--- src/rtl/decode_stage_pkg.sv ---
// Shared decode constants for the D stage: opcode/funct fields, exception codes,
// next-PC select encodings and register-use deadlines.
package decode_stage_pkg;

    localparam int unsigned NumRegs = 32;

    localparam logic [5:0] OpSpecial = 6'h00;
    localparam logic [5:0] OpJal     = 6'h03;
    localparam logic [5:0] OpBeq     = 6'h04;
    localparam logic [5:0] OpBne     = 6'h05;
    localparam logic [5:0] OpAddi    = 6'h08;
    localparam logic [5:0] OpAndi    = 6'h0c;
    localparam logic [5:0] OpOri     = 6'h0d;
    localparam logic [5:0] OpLui     = 6'h0f;
    localparam logic [5:0] OpCop0    = 6'h10;
    localparam logic [5:0] OpLb      = 6'h20;
    localparam logic [5:0] OpLh      = 6'h21;
    localparam logic [5:0] OpLw      = 6'h23;
    localparam logic [5:0] OpSb      = 6'h28;
    localparam logic [5:0] OpSh      = 6'h29;
    localparam logic [5:0] OpSw      = 6'h2b;

    localparam logic [5:0] FnJr      = 6'h08;
    localparam logic [5:0] FnSyscall = 6'h0c;
    localparam logic [5:0] FnMfhi    = 6'h10;
    localparam logic [5:0] FnMthi    = 6'h11;
    localparam logic [5:0] FnMflo    = 6'h12;
    localparam logic [5:0] FnMtlo    = 6'h13;
    localparam logic [5:0] FnMult    = 6'h18;
    localparam logic [5:0] FnMultu   = 6'h19;
    localparam logic [5:0] FnDiv     = 6'h1a;
    localparam logic [5:0] FnDivu    = 6'h1b;
    localparam logic [5:0] FnAdd     = 6'h20;
    localparam logic [5:0] FnSub     = 6'h22;
    localparam logic [5:0] FnAnd     = 6'h24;
    localparam logic [5:0] FnOr      = 6'h25;
    localparam logic [5:0] FnSlt     = 6'h2a;
    localparam logic [5:0] FnSltu    = 6'h2b;
    localparam logic [5:0] FnEret    = 6'h18;

    // COP0 sub-op lives in the rs field
    localparam logic [4:0] Cop0Mf = 5'h00;
    localparam logic [4:0] Cop0Mt = 5'h04;
    localparam logic [4:0] Cop0Co = 5'h10;

    localparam logic [1:0] TuseNow  = 2'd0;
    localparam logic [1:0] TuseAlu  = 2'd1;
    localparam logic [1:0] TuseMem  = 2'd2;
    localparam logic [1:0] TuseNone = 2'd3;

    typedef enum logic [4:0] {
        ExcNone    = 5'd0,
        ExcAdEL    = 5'd4,
        ExcAdES    = 5'd5,
        ExcSyscall = 5'd8,
        ExcRI      = 5'd10,
        ExcOv      = 5'd12
    } exc_code_e;

    typedef enum logic [2:0] {
        PcNext   = 3'd0,
        PcBranch = 3'd1,
        PcJal    = 3'd2,
        PcJr     = 3'd3,
        PcEret   = 3'd4
    } pc_sel_e;

    typedef enum logic [5:0] {
        InsNop, InsAdd, InsSub, InsAnd, InsOr, InsSlt, InsSltu,
        InsLui, InsAddi, InsAndi, InsOri,
        InsLb, InsLh, InsLw, InsSb, InsSh, InsSw,
        InsMult, InsMultu, InsDiv, InsDivu, InsMfhi, InsMflo, InsMthi, InsMtlo,
        InsBeq, InsBne, InsJal, InsJr, InsMfc0, InsMtc0, InsEret, InsSyscall,
        InsIllegal
    } instr_e;

    function automatic logic [31:0] sext16(input logic [15:0] v);
        return {{16{v[15]}}, v};
    endfunction

endpackage

--- src/rtl/decode_stage_grf.sv ---
// 32x32 general register file: synchronous reset, one write port, two combinational reads.
// GRF_BYPASS_EN: when defined, a read of the register being written returns the write data.
module grf
    import decode_stage_pkg::*;
(
    input  logic        clk_i,
    input  logic        reset_i,
    input  logic [4:0]  raddr_a_i,
    input  logic [4:0]  raddr_b_i,
    input  logic        we_i,
    input  logic [4:0]  waddr_i,
    input  logic [31:0] wdata_i,
    output logic [31:0] rdata_a_o,
    output logic [31:0] rdata_b_o
);

    logic [31:0] regs_q [NumRegs];

    always_ff @(posedge clk_i) begin
        if (reset_i) begin
            for (int i = 0; i < NumRegs; i++) begin
                regs_q[i] <= 32'd0;
            end
        end else if (we_i && (waddr_i != 5'd0)) begin
            regs_q[waddr_i] <= wdata_i;
        end
    end

`ifdef GRF_BYPASS_EN
    always_comb begin
        rdata_a_o = regs_q[raddr_a_i];
        rdata_b_o = regs_q[raddr_b_i];
        if (we_i && (waddr_i == raddr_a_i)) rdata_a_o = wdata_i;
        if (we_i && (waddr_i == raddr_b_i)) rdata_b_o = wdata_i;
        // $0 is hardwired, even against a same-cycle write
        if (raddr_a_i == 5'd0) rdata_a_o = 32'd0;
        if (raddr_b_i == 5'd0) rdata_b_o = 32'd0;
    end
`else
    always_comb begin
        rdata_a_o = (raddr_a_i == 5'd0) ? 32'd0 : regs_q[raddr_a_i];
        rdata_b_o = (raddr_b_i == 5'd0) ? 32'd0 : regs_q[raddr_b_i];
    end
`endif

endmodule

--- src/rtl/decode_stage.sv ---
// MIPS D stage: register file, instruction decode, branch resolution, Tuse and ExcCode.
// Same-cycle write-to-read bypass in the register file is enabled by GRF_BYPASS_EN.
module decode_stage
    import decode_stage_pkg::*;
(
    input  logic        clk,
    input  logic        reset,
    input  logic [31:0] D_in_PC,
    input  logic [31:0] D_in_W_PC,
    input  logic [31:0] D_in_instruction,
    input  logic [31:0] D_rs_trans,
    input  logic [31:0] D_rt_trans,
    input  logic [31:0] D_RegWD,
    input  logic [4:0]  D_RegWreg,
    input  logic        D_RegWrite,
    input  logic        D_in_IsDelay,
    input  logic [4:0]  D_in_F_ExcCode,
    output logic [31:0] D_out_PC,
    output logic [31:0] D_out_instruction,
    output logic [31:0] D_data_rs,
    output logic [31:0] D_data_rt,
    output logic [4:0]  D_addr_rt,
    output logic [4:0]  D_addr_rd,
    output logic [31:0] D_EXT_out,
    output logic [31:0] D_Shift_out,
    output logic        w_grf_we,
    output logic [4:0]  w_grf_addr,
    output logic [31:0] w_grf_wdata,
    output logic [31:0] w_inst_addr,
    output logic [2:0]  PC_sel,
    output logic [1:0]  Rs_Tuse,
    output logic [1:0]  Rt_Tuse,
    output logic        MDen,
    output logic        D_eret,
    output logic        IsBranch,
    output logic        D_out_IsDelay,
    output logic [4:0]  D_out_D_ExcCode
);

    logic [5:0]  opcode;
    logic [5:0]  funct;
    logic [4:0]  rs;
    logic [4:0]  rt;
    logic [15:0] imm16;
    logic [31:0] imm_sext;
    logic [31:0] branch_target;
    logic [31:0] jal_target;
    logic [4:0]  exc_dec;
    instr_e      instr;

    assign opcode   = D_in_instruction[31:26];
    assign rs       = D_in_instruction[25:21];
    assign rt       = D_in_instruction[20:16];
    assign funct    = D_in_instruction[5:0];
    assign imm16    = D_in_instruction[15:0];
    assign imm_sext = sext16(imm16);

    assign branch_target = D_in_PC + 32'd4 + {imm_sext[29:0], 2'b00};
    assign jal_target    = {D_in_PC[31:28], D_in_instruction[25:0], 2'b00};

    assign D_out_PC          = D_in_PC;
    assign D_out_instruction = D_in_instruction;
    assign D_out_IsDelay     = D_in_IsDelay;
    assign D_addr_rt         = rt;
    assign D_addr_rd         = D_in_instruction[15:11];

    assign w_grf_we    = D_RegWrite;
    assign w_grf_addr  = D_RegWreg;
    assign w_grf_wdata = D_RegWD;
    assign w_inst_addr = D_in_W_PC;

    grf u_grf (
        .clk_i     (clk),
        .reset_i   (reset),
        .raddr_a_i (rs),
        .raddr_b_i (rt),
        .we_i      (D_RegWrite),
        .waddr_i   (D_RegWreg),
        .wdata_i   (D_RegWD),
        .rdata_a_o (D_data_rs),
        .rdata_b_o (D_data_rt)
    );

    always_comb begin
        instr = InsIllegal;
        case (opcode)
            OpSpecial: begin
                // Only the all-zero word is accepted as nop; other shift encodings are RI
                if (D_in_instruction == 32'd0) begin
                    instr = InsNop;
                end else begin
                    case (funct)
                        FnAdd:     instr = InsAdd;
                        FnSub:     instr = InsSub;
                        FnAnd:     instr = InsAnd;
                        FnOr:      instr = InsOr;
                        FnSlt:     instr = InsSlt;
                        FnSltu:    instr = InsSltu;
                        FnMult:    instr = InsMult;
                        FnMultu:   instr = InsMultu;
                        FnDiv:     instr = InsDiv;
                        FnDivu:    instr = InsDivu;
                        FnMfhi:    instr = InsMfhi;
                        FnMflo:    instr = InsMflo;
                        FnMthi:    instr = InsMthi;
                        FnMtlo:    instr = InsMtlo;
                        FnJr:      instr = InsJr;
                        FnSyscall: instr = InsSyscall;
                        default:   instr = InsIllegal;
                    endcase
                end
            end
            OpLui:  instr = InsLui;
            OpAddi: instr = InsAddi;
            OpAndi: instr = InsAndi;
            OpOri:  instr = InsOri;
            OpLb:   instr = InsLb;
            OpLh:   instr = InsLh;
            OpLw:   instr = InsLw;
            OpSb:   instr = InsSb;
            OpSh:   instr = InsSh;
            OpSw:   instr = InsSw;
            OpBeq:  instr = InsBeq;
            OpBne:  instr = InsBne;
            OpJal:  instr = InsJal;
            OpCop0: begin
                if (rs == Cop0Mf) begin
                    instr = InsMfc0;
                end else if (rs == Cop0Mt) begin
                    instr = InsMtc0;
                end else if ((rs == Cop0Co) && (funct == FnEret)) begin
                    instr = InsEret;
                end
            end
            default: instr = InsIllegal;
        endcase
    end

    always_comb begin
        PC_sel      = PcNext;
        Rs_Tuse     = TuseNone;
        Rt_Tuse     = TuseNone;
        MDen        = 1'b0;
        D_eret      = 1'b0;
        IsBranch    = 1'b0;
        D_Shift_out = 32'd0;
        D_EXT_out   = imm_sext;
        exc_dec     = ExcNone;
        case (instr)
            InsAdd, InsSub, InsAnd, InsOr, InsSlt, InsSltu: begin
                Rs_Tuse = TuseAlu;
                Rt_Tuse = TuseAlu;
            end
            InsAddi, InsLb, InsLh, InsLw: Rs_Tuse = TuseAlu;
            InsAndi, InsOri: begin
                Rs_Tuse   = TuseAlu;
                D_EXT_out = {16'd0, imm16};
            end
            InsLui: D_EXT_out = {imm16, 16'd0};
            InsSb, InsSh, InsSw: begin
                Rs_Tuse = TuseAlu;
                Rt_Tuse = TuseMem;
            end
            InsMult, InsMultu, InsDiv, InsDivu: begin
                Rs_Tuse = TuseAlu;
                Rt_Tuse = TuseAlu;
                MDen    = 1'b1;
            end
            InsMfhi, InsMflo: MDen = 1'b1;
            InsMthi, InsMtlo: begin
                Rs_Tuse = TuseAlu;
                MDen    = 1'b1;
            end
            InsBeq, InsBne: begin
                Rs_Tuse     = TuseNow;
                Rt_Tuse     = TuseNow;
                IsBranch    = 1'b1;
                D_Shift_out = branch_target;
                // Compare the forwarded operands, not the raw register reads
                if ((D_rs_trans == D_rt_trans) == (instr == InsBeq)) PC_sel = PcBranch;
            end
            InsJal: begin
                IsBranch    = 1'b1;
                D_Shift_out = jal_target;
                PC_sel      = PcJal;
            end
            InsJr: begin
                Rs_Tuse  = TuseNow;
                IsBranch = 1'b1;
                PC_sel   = PcJr;
            end
            InsMtc0: Rt_Tuse = TuseMem;
            InsEret: begin
                D_eret = 1'b1;
                PC_sel = PcEret;
            end
            InsSyscall: exc_dec = ExcSyscall;
            InsNop, InsMfc0: ;
            default: exc_dec = ExcRI;
        endcase
    end

    // A fetch-side exception always takes priority over anything found in decode
    assign D_out_D_ExcCode = (D_in_F_ExcCode != 5'd0) ? D_in_F_ExcCode : exc_dec;

endmodule

--- config.mk ---
export PLATFORM = sky130hd
export DESIGN_NAME = decode_stage
export DESIGN_NICKNAME = d
export VERILOG_FILES = /design/src/rtl/decode_stage_pkg.sv /design/src/rtl/decode_stage_grf.sv /design/src/rtl/decode_stage.sv
export SDC_FILE = /design/constraint.sdc
export NUM_CORES = 2
export LEC_CHECK = 0
export CAP_MARGIN = 15
export CORE_UTILIZATION = 40
export CTS_CLUSTER_DIAMETER = 50
export DETAILED_ROUTE_END_ITERATION = 10
export SLEW_MARGIN = 0
export SYNTH_ARGS = -nofsm -noshare
export SYNTH_HDL_FRONTEND = slang
export SYNTH_SLANG_ARGS = --single-unit
--- constraint.sdc ---
create_clock -name clk -period 8.1 [get_ports clk]
set_clock_uncertainty 0.15 [all_clocks]
set_input_delay 1.62 -clock clk [delete_from_list [all_inputs] [get_ports clk]]
set_output_delay 1.62 -clock clk [all_outputs]
set_load 0.01 [all_outputs]
Word-level counts from Yosys, hierarchy flattened:

Memories as Yosys holds them, arrays and structs flattened.
Cells that the tools add are included.

* add/subtract/negate cells: 2
* $mul: 0
* div/mod/pow operators: 0
* magnitude comparators: 0
* equality and inequality tests: 51
* shift-type cells: 0
* mux-type cells: 26
* bitwise gates (word level): 0
* reduce and logical (&&, ||, !) cells: 19

Operators with widths (number)
* $pmux W32 S2: 2
* $eq A6 B5 Y1 const B: 18
* $mux W32: 3
* $pmux W6 S15: 1
* $eq A6 B4 Y1 const B: 12
* $reduce_or A32 Y1: 2
* $eq A6 B6 Y1 const B: 7
* $eq A6 B3 Y1 const B: 6
* $add A32 B3 Y32 const B: 1
* $add A32 B32 Y32: 1
* $eq A32 B32 Y1: 1
* $logic_not A32 Y1: 1
* $mux W6: 4
* $reduce_or A21 Y1: 1
* $eq A6 B2 Y1 const B: 3
* $logic_not A6 Y1: 2
* $pmux W3 S4: 1
* $logic_not A5 Y1: 2
* $mux W1: 10
* $mux W5: 2
* $reduce_bool A5 Y1: 2
* $reduce_or A10 Y1: 1
* $pmux W4 S2: 1
* $reduce_or A4 Y1: 2
* other kinds (10): 12

* flip-flop bits (word level): 0
* latch bits: 0
* bits in writable memories: 1024
* memory bits (read-only): 384
* input port bits: 206
* output and inout port bits: 288
* word-level logic and storage cells: 100
* memories: 2

Memory list
* u_grf.regs_q: words 32, bits a word 32, read ports 2, clocked after Yosys merged registers in 0, wr ports 32, line decode_stage_grf.sv:17 `logic [31:0] regs_q [NumRegs];`
* (name not given): words 64, bits a word 6, read ports 1, clocked after Yosys merged registers in 0, wr ports 0, line decode_stage.sv:92 `case (funct)`

Depth between registers and ports, before layout:

* depth in word-level cells: 10
* gate-level depth with buffers: 14
* gate-level depth less buffers: 14

Modules after synthesis:

A second synthesis with hierarchy kept.

* cell total of the unflattened synthesis: 4174
* area, all modules: 59139.2 um^2

Modules (own cells, without submodules)
* grf: instances 1, cells each 3502, area an instance 54253.3 um^2, seq. area each 30749.5 um^2
* decode_stage: instances 1, cells each 672, area an instance 4885.9 um^2, seq. area each 0.0 um^2

Worst setup path before layout:

OpenSTA, ideal clock, no wires.

* path type: in2out
* from: input D_in_instruction[0]
* to: output D_Shift_out[31]
* arrival: 4277 ps
* data required time: 6330 ps
* setup slack: 2053 ps
* cell stages on the path: 14
* path buffers: 0
* cell sequence: inv_1 -> ha_1 -> inv_1 -> ha_1 -> inv_1 -> fa_1 -> nand2b_1 -> a21oi_1 -> o21ai_0 -> a21oi_1 -> a311oi_1 -> or4_1 -> a31o_2 -> a21o_1

* longest elaborated chain between the ends: 9
* elaborated cells between the ends (all ways): 15
* classes of those cells: add/sub (1); eq/ne (4); mux (6); reduce/logical (3); memory (1)

RTL lines
* from (decl): line decode_stage.sv:10 `input logic [31:0] D_in_instruction,`
* parallel branches: the longest is 8 deep, another holds $mem_v2 Z64 W6
* $pmux W32 S2 *: line decode_stage.sv:149 `case (instr)`
* to (decl): line decode_stage.sv:25 `output logic [31:0] D_Shift_out,`

Every way passes the cells marked *.

Worst setup path in the final report:

Same ends and word-level chain as after synthesis.

==> out/qor.csv <==
stage,metric,value,unit
layout,largest-register,u_grf.regs_q,
synth,synth_edf_count,1024,
layout,layout_commonest_cell,edfxtp_1,
timing,fin_ws,0.578,ns
detailed_routing,drt_iter0_markers,5498,
detailed_routing,wl_per_cell,34.3,µm
detailed_routing,drt_pass1_iterations,5,
placement,gp_congestion,0.863,
detailed_routing,routed_via_density,6.17,
timing,rsz0062_at_grt,no,
placement,post-dp-hpwl,129,mm
timing,finalSetupTns,0,ns
job,maxCapViolCount,0,
clock_network,cts_resized,0,
worst_setup_path,start_kind,input pin,
floorplan,rows,140,
power,intPower,10600,µW
grt,grt_pass1_wl,297,mm
power,pwr-share-comb,15.1,%
grt,grt_use_met1,37.2,%
floorplan,dieHeight,386,µm
synth,async_flop_share,0,%
clock_network,post_cts_buffers,0,
power,p_leak,0.0240,µW
power,p_clk_share,41.0,%
clock_network,cts_root_buf,clkbuf_16,
worst_setup_path,crit_fanout,5,
layout,synthToLayoutAreaGrowth,17.0,%
grt,grt_overflow,0,
power,pwr-share-seq,43.8,%
synth,avgSynthCellArea,14.5,µm²
power,power,14300,µW
clock_network,cts_max_path_buffers,3,
grt,antenna_found_initial,20,
synth,synth_top_area_share,52.0,%
grt,use_met2,47.6,%
floorplan,start_util,40.4,%
placement,dp_slack,0.632,ns
floorplan,coreArea,146000,µm²
min_path,worstHoldStart,reset,
layout,fin_nets,4552,
timing,period_minus_slack,7.52,ns
detailed_routing,drc,0,
layout,instances_no_fill,6307,
clock_network,clk_pin_slew_worst_paths,0.06,ns
worst_setup_path,critPathRequiredTime,6.33,ns
placement,place_inst,6064,
synth,ys_seq_area_share,52.0,%
layout,reg_top3,u_grf.regs_q x1024,
grt,met3_usage,5.18,%
timing,slew_headroom,15.7,%
power,max-vdd-ir-drop,0.172,mV
grt,grt_pass1_vias,38522,
power,power-per-cell-area,207,nW/µm²
synth,netlist_instances,4085,
synth,yosysWarnings,0,
detailed_routing,ant_nets,0,
grt,grt_usage,28.7,%
detailed_routing,vias,38938,
power,power_switching,3670,µW
detailed_routing,wirelength,216,mm
placement,io_buffers,427,
clock_network,clkSinkCount,1024,
worst_setup_path,path_class,input pin to output pin,
clock_network,cts.htree.levels,4,
synth,post-synth-top-area-cell,edfxtp_1,
synth,ys.flop_type,edfxtp_1,
layout,drive_above_1_share,23.7,%
worst_setup_path,arrival,5.75,ns
min_path,hold_path_depth,1,
timing,timing.final.crit_share,92.9,%
layout,utilization,47.3,%
min_path,min_to,u_grf.regs_q[0][15]$_SDFFCE_PN0P_,
synth,syn-cell-area,59100,µm²
grt,busiest_layer,met2,
clock_network,cts_buffers,130,
timing,worst_pin_slew,1.26,ns
clock_network,holdBufCountCts,0,
synth,ys_ff_latch,1024,
worst_setup_path,cp-end-kind,output pin,
timing,setup_viol,0,
timing,final_hold_viol_count,0,
synth,synth_area_leaders,"edfxtp_1, mux4_2, and2_1",
floorplan,io_pins,494,
power,swShare,25.7,%
min_path,hp-class,input pin to flip-flop,
clock_network,tritoncts,built,
floorplan,fp.dieW,386,µm
timing,fmaxAchievable,133,MHz
floorplan,design.die.area,149000,µm²
status,status,finished clean,
timing,slew_violations,0,
layout,largest_reg_flops,1024,
grt,grt_max_degree,105,
synth,synth_cell_types,81,
layout,final_cell_mix,"edfxtp_1, and2_1, mux4_2",
## layout make-up
cell class / instances / area (µm²)
Fill cell: 12578 / 77000
Sequential cell: 1024 / 30700
Multi-Input combinational cell: 2537 / 26000
Timing Repair Buffer: 574 / 5610
Clock buffer: 156 / 3440
Tap cell: 1917 / 2400
Clock inverter: 75 / 818
Inverter: 17 / 63.8
Antenna cell: 7 / 17.5
## worst max-delay path by stage
stage,from,end,slack [ns],cells after the start
after global placement,D_in_instruction[0],D_Shift_out[31],0.58,16
final,D_in_instruction[0],D_Shift_out[31],0.58,16
after floorplan,D_in_instruction[0],D_Shift_out[31],2.05,14
after detailed placement,D_in_instruction[0],D_Shift_out[31],0.63,16
after global routing,D_in_instruction[0],D_Shift_out[31],0.39,16
after CTS,D_in_instruction[0],D_Shift_out[31],0.60,16
## power by group through the flow
stage,logic [µW],clock network [µW],registers [µW]
finish,2160,5860,6260
global route,2260,6080,6290
CTS,2150,5890,6260
detailed placement,2140,0,6370
global placement,2140,0,6340
floorplan,1270,0,6310
## layer usage
layer	part of all wire [%]	wire length [µm]	up-vias
li1	-	-	15810
met1	38	81300	20296
met2	48	105000	2425
met3	9.9	21500	407
met4	4.1	8970	0
met5	0	0	-
## stage by stage
| step | hold WS [ns] | cell area [µm²] |
|---|---|---|
| after CTS | 1.36 | 69000 |
| final | 1.39 | 69100 |
| after global placement | 2.13 | 64700 |
| after detailed placement | 2.13 | 64700 |
| after floorplan | 1.67 | 59200 |
| after global routing | 1.38 | 69100 |
## critical path, stage by stage
cell and delay, ns:
clkdlybuf4s50_1 0.49, inv_1 0.11, ha_1 0.20, inv_1 0.05, ha_1 0.17, inv_1 0.07
fa_1 0.43, nand2b_1 0.22, a21oi_1 0.24, o21ai_0 0.25, a21oi_1 0.30, a311oi_1 0.15
or4_1 0.55, a31o_2 0.25, a21o_1 0.17, clkdlybuf4s50_1 0.47
## cells by family after synthesis
logic type      Yosys count  share of synthesized area (%)
simple gates           1395                           13.8
flops                  1024                           52.0
mux                     700                           24.1
buf+inv                 555                           4.55
compound gates          292                           3.35
fa+ha+maj                62                           1.33
xor+xnor                 56                          0.830
other cells               1                        0.00635
## synth_stat cells (6+ instances only)
library cell / count
edfxtp_1: 1024
and2_1: 996
mux4_2: 577
clkbuf_1: 306
nor2_1: 165
buf_4: 147
mux2i_1: 122
a21oi_1: 80
nand2_1: 73
ha_1: 61
buf_1: 53
o21ai_0: 45
xnor2_1: 45
a21o_1: 34
or2_2: 33
nor3_1: 31
buf_2: 30
o221ai_1: 22
o22ai_1: 22
o21ai_2: 20
nor2b_1: 19
inv_1: 16
nand4_1: 13
nand3_1: 11
xor2_1: 11
a31oi_1: 9
nand2b_1: 9
nor4_1: 7
o31ai_1: 7
nand3b_1: 6
(Power assumes the default switching activity.)
